<file path="src/rtl/mem_engine_pkg.sv">
// Shared types and widths for the data-memory access engine.
// AW and DW must match the single-port data memory the engine drives.
package mem_engine_pkg;

   localparam int AW = 8;
   localparam int DW = 8;

   typedef enum logic [1:0] {IDLE, READ, WRITE, DONE} eng_state_t;
   typedef enum logic {MODE_COPY, MODE_FILL} eng_mode_t;

endpackage

</file>
<file path="src/rtl/mem_copy_engine.sv">
// Copy/fill engine that borrows the single-port data memory from the core.
// Copies move one byte per READ/WRITE pair in ascending order; fills write one byte per cycle.
module mem_copy_engine
   import mem_engine_pkg::*;
(
   input  logic          Clk,
   input  logic          Reset,
   input  logic          Start,
   input  logic          Mode,
   input  logic [AW-1:0] SrcAddr,
   input  logic [AW-1:0] DstAddr,
   input  logic [AW-1:0] Length,
   input  logic [DW-1:0] FillValue,
   output logic [AW-1:0] MemAddr,
   output logic [DW-1:0] MemWData,
   output logic          MemWE,
   input  logic [DW-1:0] MemRData,
   output logic          MemOwn,
   output logic          Busy,
   output logic          Done
);

   eng_state_t    state_q, state_d;
   eng_mode_t     mode_q, mode_d;
   logic [AW-1:0] srcPtr_q, srcPtr_d;
   logic [AW-1:0] dstPtr_q, dstPtr_d;
   logic [AW-1:0] remaining_q, remaining_d;
   logic [DW-1:0] hold_q, hold_d;
   logic [DW-1:0] fill_q, fill_d;

   // State and operand registers; reset abandons any operation in flight without a Done pulse.
   always_ff @(posedge Clk) begin
      if (Reset) begin
         state_q     <= IDLE;
         mode_q      <= MODE_COPY;
         srcPtr_q    <= '0;
         dstPtr_q    <= '0;
         remaining_q <= '0;
         hold_q      <= '0;
         fill_q      <= '0;
      end else begin
         state_q     <= state_d;
         mode_q      <= mode_d;
         srcPtr_q    <= srcPtr_d;
         dstPtr_q    <= dstPtr_d;
         remaining_q <= remaining_d;
         hold_q      <= hold_d;
         fill_q      <= fill_d;
      end
   end

   // Next-state logic and memory-port outputs, all decoded from the current registers.
   always_comb begin
      state_d     = state_q;
      mode_d      = mode_q;
      srcPtr_d    = srcPtr_q;
      dstPtr_d    = dstPtr_q;
      remaining_d = remaining_q;
      hold_d      = hold_q;
      fill_d      = fill_q;
      MemAddr     = '0;
      MemWData    = '0;
      MemWE       = 1'b0;
      MemOwn      = 1'b0;
      Busy        = 1'b0;
      Done        = 1'b0;

      case (state_q)
         IDLE: begin
            if (Start) begin
               mode_d      = eng_mode_t'(Mode);
               srcPtr_d    = SrcAddr;
               dstPtr_d    = DstAddr;
               remaining_d = Length;
               fill_d      = FillValue;
               if (Length == '0)
                  state_d = DONE;
               else if (Mode)
                  state_d = WRITE;
               else
                  state_d = READ;
            end
         end
         READ: begin
            MemOwn   = 1'b1;
            Busy     = 1'b1;
            MemAddr  = srcPtr_q;
            hold_d   = MemRData;
            srcPtr_d = srcPtr_q + 1'b1;
            state_d  = WRITE;
         end
         WRITE: begin
            MemOwn      = 1'b1;
            Busy        = 1'b1;
            MemAddr     = dstPtr_q;
            MemWData    = (mode_q == MODE_FILL) ? fill_q : hold_q;
            MemWE       = 1'b1;
            dstPtr_d    = dstPtr_q + 1'b1;
            remaining_d = remaining_q - 1'b1;
            // Pointers wrap naturally at the top of memory; no range error is reported.
            if (remaining_q == AW'(1))
               state_d = DONE;
            else if (mode_q == MODE_FILL)
               state_d = WRITE;
            else
               state_d = READ;
         end
         DONE: begin
            MemOwn  = 1'b1;
            Done    = 1'b1;
            state_d = IDLE;
         end
         default: state_d = IDLE;
      endcase
   end

endmodule

</file>
<file path="config.mk">
export PLATFORM = sky130hd
export DESIGN_NAME = mem_copy_engine
export DESIGN_NICKNAME = d
export VERILOG_FILES = /design/src/rtl/mem_engine_pkg.sv /design/src/rtl/mem_copy_engine.sv
export SDC_FILE = /design/constraint.sdc
export NUM_CORES = 1
export LEC_CHECK = 0
export BUFFER_PORTS_ARGS = -buffer_cell sky130_fd_sc_hd__buf_2
export CORE_ASPECT_RATIO = 1.25
export CORE_MARGIN = 4
export CORE_UTILIZATION = 55
export CTS_BUF_LIST = sky130_fd_sc_hd__clkbuf_8
export DETAILED_ROUTE_END_ITERATION = 10
export GPL_ROUTABILITY_DRIVEN = 0
export GPL_TIMING_DRIVEN = 0
export PLACE_DENSITY_LB_ADDON = 0.05
export SYNTH_ARGS = -nofsm -noshare
export SYNTH_HDL_FRONTEND = slang
export SYNTH_SLANG_ARGS = --single-unit
</file>
<file path="constraint.sdc">
create_clock -name Clk -period 1.99 [get_ports Clk]
set_input_delay 0 -clock Clk [delete_from_list [all_inputs] [get_ports Clk]]
set_output_delay 0 -clock Clk [all_outputs]
set_load 0.005 [all_outputs]
</file>
### Word-level counts from Yosys, hierarchy flattened

Index checks and enable logic that the tools add are counted.

* add/subtract/negate cells: 3
* multiplexer cells: 19
* reductions and logical operators: 9
* equal/unequal tests: 5

Operators by type and width (number)
* $pmux W8 S2: 4
* $mux W8: 5
* $add A8 B1 Y8 const B: 2
* $mux W2: 5
* $eq A8 B1 Y1 const B: 1
* $logic_not A8 Y1: 1
* $pmux W2 S4: 1
* $sub A8 B1 Y8 const B: 1
* $reduce_and A2 Y1: 3
* $eq A2 B2 Y1 const B: 2
* $mux W1: 4
* $reduce_bool A2 Y1: 2
* $reduce_or A3 Y1: 1
* $eq A2 B1 Y1 const B: 1
* $logic_not A2 Y1: 1
* $ne A2 B2 Y1 const B: 1
* $reduce_or A2 Y1: 1

* input port bits: 44
* word-level logic and storage cells: 43
* output and inout bits: 20
* bits in registers: 43

### Depth between registers and ports, before layout

* depth in word-level cells: 4
* gate-level depth with buffers: 8
* depth with buffers taken out: 6

### Worst setup path before layout

OpenSTA, ideal clock, no wires.

* path type: register to register
* start: reg state_q[0]
* end: reg dstPtr_q[7]
* cell stages (with the launch flop): 9
* period minus slack after synthesis: 1.648 ns
* path buffers: 2
* arrival time: 1.516 ns
* setup time: 0.132 ns
* path slack: 0.342 ns
* data required time: 1.858 ns
* cell sequence: dfxtp_1 -> inv_1 -> ha_1 -> buf_6 -> mux2_2 -> buf_2 -> and3_1 -> a21oi_1 -> a21oi_1

* cells in the longest elaborated chain, start to end: 3
* elaborated cells on any way between the ends: 6
* those cells by class: eq/ne (2); mux (1); reduce/logical (3)

RTL lines
* from (decl): line mem_copy_engine.sv:23 `eng_state_t state_q, state_d;`
* from (signal assigned): line mem_copy_engine.sv:42 `state_q <= state_d;`
* $eq A2 B2 Y1 / $logic_not A2 Y1 (equally long branches): line mem_copy_engine.sv:68 `case (state_q)`
* $reduce_bool A2 Y1 (no source line) / $ne A2 B2 Y1 (equally long branches)
* $reduce_and A2 Y1 (no source line)
* to (signal assigned): line mem_copy_engine.sv:45 `dstPtr_q <= dstPtr_d;`
* to (decl): line mem_copy_engine.sv:26 `logic [AW-1:0] dstPtr_q, dstPtr_d;`

Several ways; a longest one is shown, not always the timed one.
A chain may end at the register's enable or synchronous reset.

### Worst setup path in the final report

* start: reg state_q[0]
* end: reg remaining_q[2]

* cells in the longest elaborated chain, start to end: 3
* elaborated cells on any way between the ends: 6
* those cells by class: eq/ne (2); mux (1); reduce/logical (3)

RTL lines
* $eq A2 B2 Y1 / $logic_not A2 Y1 (equally long branches): line mem_copy_engine.sv:68
* $reduce_bool A2 Y1 (no source line) / $ne A2 B2 Y1 (equally long branches)
* $reduce_and A2 Y1 (no source line)
* to (signal assigned): line mem_copy_engine.sv:46 `remaining_q <= remaining_d;`
* to (decl): line mem_copy_engine.sv:27 `logic [AW-1:0] remaining_q, remaining_d;`

Several ways; a longest one is shown, not always the timed one.

==> metrics.md <==
| Metric | Value |
|---|---|
| Die X-Extent | `68.4 microns` |
| Global Route Usage Sum | `26.9%` |
| Setup violators final | `0` |
| EDFF count, synth | `0` |
| Y dimension of the die | `83.5 microns` |
| Worst hold-check slack | `21.6 ps` |
| Number of warnings issued by yosys | `0` |
| PwrDens | `between 1000 and 1500 nW/um^2` |
| Fraction of layout cells with a size suffix above 1 | `22.6%` |
| Core region area | `4390 sq um` |
| Clock Skew | `7.72 ps` |
| Placed Cells incl. Taps | `approximately 430` |
| Fillers | `approximately 370` |
| Mapped Avg Cell Area | `7.98 sq um` |
| Period minus WS final | `1870 ps` |
| Layout Utilization | `72.3%` |
| Setup repair bufs after CTS | `0` |
| Leak | `~0.0013 uW` |
| Ranking of synthesized cells by area | `sky130_fd_sc_hd__dfxtp_1 34%, sky130_fd_sc_hd__mux2i_1 8.0%, sky130_fd_sc_hd__a21oi_1 6.4%` |
| Worst Path Class, Setup | `reg -> reg` |
| Floorplan die area | `roughly 5700 sq um` |
| Predominant post-synthesis flop cell | `sky130_fd_sc_hd__dfxtp_1` |
| Post-synth top area cell | `sky130_fd_sc_hd__dfxtp_1` |
| Number of sinks on the clock net | `43` |
| Setup repair after global routing missed its margin | `true` |
| Maximum ir drop on the vdd rail | `0.000688 V` |
| Tightest slew margin relative to the limit | `52.8%` |
| Final slew viol count | `0` |
| Unique cell type count in the Yosys netlist | `48` |
| Number of iterations in the first detailed-routing pass | `4` |
| Launching element of the worst setup path | `state_q[0]$_SDFFE_PP0P_` |
| Total power after layout | `3240 uW` |
| Clock insertion delay at the later pin of the skew report | `300 ps` |
| Vias | `around 2600` |
| Number of CTS-inserted buffers | `5` |
| Start point of the worst min-delay path | `DstAddr[6]` |
| Slew at the pin closest to its max-slew limit | `708 ps` |
| Number of remaining DRC errors | `0` |
| Via density per instance | `5.78` |
| Post-synthesis sequential area ratio | `34.4%` |
| Max_cap viols | `0` |
| Overflow left after global routing | `0` |
| Initial DRC Count | `approximately 220` |
| Critical-path maximum fanout | `10` |
| Post-synth top area share | `roughly a third` |
| Syn nets | `366` |
| Final Hold Violating Endpoints | `0` |
| Arr. time, crit path | `2040 ps` |
| Initial Utilization | `57.0%` |
| Max Root-Sink Buffers | `2` |
| Count of standard-cell rows | `27` |
| Number of inserted diodes | `0` |
| Cell count after synthesis | `314` |
| Fraction of synthesis flops using an asynchronous set or reset pin | `0%` |
| CTS HTree Levels | `2` |
| Startpoint kind of the worst setup timing path | `flip-flop` |
| Setup TNS after final layout | `0 ps` |
| CTS root buf | `sky130_fd_sc_hd__clkbuf_8` |
| Worst R2R Start | `state_q[0]$_SDFFE_PP0P_` |
| Reg2reg setup slack | `120 ps` |
| Routed length per instance | `15.5 microns` |
| Final #Nets | `450` |
| Req. time, crit path | `around 2200 ps` |
| Via count of the first global-routing pass | `roughly 2700` |
| Maximum number of pins on one net before global-route repair | `14` |
| Antenna violations before repair | `0` |
| HPWL after DPL | `4960 microns` |
| Status | `finished clean` |
| Final critical-path share of the clock period | `93.7%` |
| Non-filler instance count after layout | `around 460` |
| Highest attainable clock frequency | `0.536 GHz` |
| Number of top-level pins | `64` |
| Wire length of the first global-routing pass | `around 12000 microns` |
| TritonCTS clock tree | `built` |
| Growth of design area from synthesis to finish | `26.7%` |
| Clock transition at the register clock pins on the worst setup and hold paths after CTS | `80 ps` |
| Capturing element type of the critical path | `flip-flop` |
| Total Wirelength | `just over 7000 microns` |
| Class of the worst hold path | `in -> reg` |
| Synthesized flop and latch total | `43` |
| Post-synthesis cell area | `between 2000 and 3000 sq um` |
| Number of antenna-violating nets in the routed design | `0` |
| Count of buffers from port buffering | `61` |
flip-flops by register name, summed over array words and instances (netlist names):
register     cells
srcPtr_q         8
fill_q           8
dstPtr_q         8
state_q          2
hold_q           8
remaining_q      8
mode_q           1
stage by stage:
step	worst slack (ps)	cell area, sq um
final	124	3170
after global routing	-0.595	3170
after CTS	18.9	3170
after detailed placement	81.3	2880
after global placement	66.4	2880
after floorplan	342	2500
where the power goes:
part / switching [uW] / internal (uW)
Combinational: 761 / 571
Clock: 315 / 407
Sequential: 164 / 1020
Total: 1240 / 2000
per-layer routing:
metal,wire length (microns),global-route usage [%],vias up
met5,0,0,-
met4,166,11.2,0
met3,427,5.53,16
met2,3490,44.0,92
met1,3000,33.1,1241
li1,-,-,1294
layout by cell type, fill, tap and decap left out, types with 2 or more instances in the layout:
| master | count |
|---|---|
| sky130_fd_sc_hd__inv_1 | 10 |
| sky130_fd_sc_hd__mux2_2 | 2 |
| sky130_fd_sc_hd__clkbuf_1 | 9 |
| sky130_fd_sc_hd__o21ai_0 | 3 |
| sky130_fd_sc_hd__nand2_1 | 37 |
| sky130_fd_sc_hd__dfxtp_1 | 43 |
| sky130_fd_sc_hd__a31oi_1 | 5 |
| sky130_fd_sc_hd__o21ai_1 | 13 |
| sky130_fd_sc_hd__ha_1 | 7 |
| sky130_fd_sc_hd__clkbuf_8 | 6 |
| sky130_fd_sc_hd__nor3b_1 | 3 |
| sky130_fd_sc_hd__nand2b_1 | 4 |
| sky130_fd_sc_hd__buf_2 | 67 |
| sky130_fd_sc_hd__a22oi_1 | 10 |
| sky130_fd_sc_hd__a21o_1 | 2 |
| sky130_fd_sc_hd__nor2_1 | 30 |
| sky130_fd_sc_hd__o32ai_1 | 2 |
| sky130_fd_sc_hd__and3_1 | 8 |
| sky130_fd_sc_hd__nand4_1 | 2 |
| sky130_fd_sc_hd__buf_6 | 2 |
| sky130_fd_sc_hd__nand3_1 | 4 |
| sky130_fd_sc_hd__a21oi_1 | 32 |
| sky130_fd_sc_hd__or4_1 | 3 |
| sky130_fd_sc_hd__nor3_1 | 6 |
| sky130_fd_sc_hd__nor2b_1 | 12 |
| sky130_fd_sc_hd__dlygate4sd3_1 | 17 |
| sky130_fd_sc_hd__clkbuf_2 | 2 |
| sky130_fd_sc_hd__a211oi_1 | 2 |
| sky130_fd_sc_hd__o31ai_1 | 4 |
| sky130_fd_sc_hd__o2bb2ai_1 | 6 |
| sky130_fd_sc_hd__o21a_1 | 2 |
| sky130_fd_sc_hd__a221oi_2 | 2 |
| sky130_fd_sc_hd__mux2i_1 | 20 |
timing repair:
item                       in CTS  in global routing
hold buffers                   17                  0
hold endpoints to repair       17                  0
setup endpoints to repair      12                 22
resized for setup               2                  5
area by class of cell:
type / count / area [sq um] / share of cell area [%]
buffer: 20 / 104 / 3.27
tap: 58 / 72.6 / 2.29
clock inverter: 2 / 35.0 / 1.10
sequential: 43 / 861 / 27.1
timing repair buffer: 78 / 475 / 15.0
multi-input combinational: 239 / 1500 / 47.3
clock buffer: 6 / 82.6 / 2.60
inverter: 11 / 41.3 / 1.30
Yosys cell counts (2+ instances only):
library cell,instances
sky130_fd_sc_hd__a31oi_1,5
sky130_fd_sc_hd__mux2_2,2
sky130_fd_sc_hd__o21ai_0,3
sky130_fd_sc_hd__nand2b_1,4
sky130_fd_sc_hd__clkbuf_1,12
sky130_fd_sc_hd__o21ai_1,13
sky130_fd_sc_hd__dfxtp_1,43
sky130_fd_sc_hd__o32ai_1,2
sky130_fd_sc_hd__nor2_1,30
sky130_fd_sc_hd__a21o_1,2
sky130_fd_sc_hd__or4_1,3
sky130_fd_sc_hd__and3_1,8
sky130_fd_sc_hd__a221oi_2,2
sky130_fd_sc_hd__nor3_1,6
sky130_fd_sc_hd__buf_6,2
sky130_fd_sc_hd__mux2i_1,20
sky130_fd_sc_hd__nand4_1,2
sky130_fd_sc_hd__nand2_1,37
sky130_fd_sc_hd__o2bb2ai_1,6
sky130_fd_sc_hd__a22oi_1,10
sky130_fd_sc_hd__nor3b_1,3
sky130_fd_sc_hd__ha_1,8
sky130_fd_sc_hd__o21a_1,2
sky130_fd_sc_hd__nand3_1,4
sky130_fd_sc_hd__a211oi_1,2
sky130_fd_sc_hd__nor2b_1,12
sky130_fd_sc_hd__a21oi_1,32
sky130_fd_sc_hd__buf_2,7
sky130_fd_sc_hd__o31ai_1,4
sky130_fd_sc_hd__inv_1,10
kinds of logic (layout without fill, tap and decap cells):
family / after synthesis / in the layout / share of synthesized area (%)
AND/OR/NAND/NOR: 116 / 116 / 22.7
AO/OA/AOI/OAI: 92 / 92 / 23.7
flip-flops: 43 / 43 / 34.4
buffers and inverters: 32 / 117 / 5.74
multiplexers: 23 / 23 / 9.44
adder cells (fa/ha/maj): 8 / 8 / 4.00
worst paths after layout:
kind | to | cells past startpoint
setup / recovery | remaining_q[2]$_SDFFE_PP0P_ | 7
hold / removal | dstPtr_q[6]$_SDFFE_PP0P_ | 4
setup reg to reg | remaining_q[2]$_SDFFE_PP0P_ | 7
hold reg to reg | fill_q[0]$_SDFFE_PP0P_ | 2
worst max-delay path, stage by stage (launching register included):
cell	delay, ps
sky130_fd_sc_hd__dfxtp_1	390
sky130_fd_sc_hd__inv_1	90
sky130_fd_sc_hd__ha_2	240
sky130_fd_sc_hd__inv_1	230
sky130_fd_sc_hd__clkbuf_1	400
sky130_fd_sc_hd__o21ai_1	130
sky130_fd_sc_hd__a22oi_1	190
sky130_fd_sc_hd__nor2_1	60
Power figures use the tool's default switching activity.
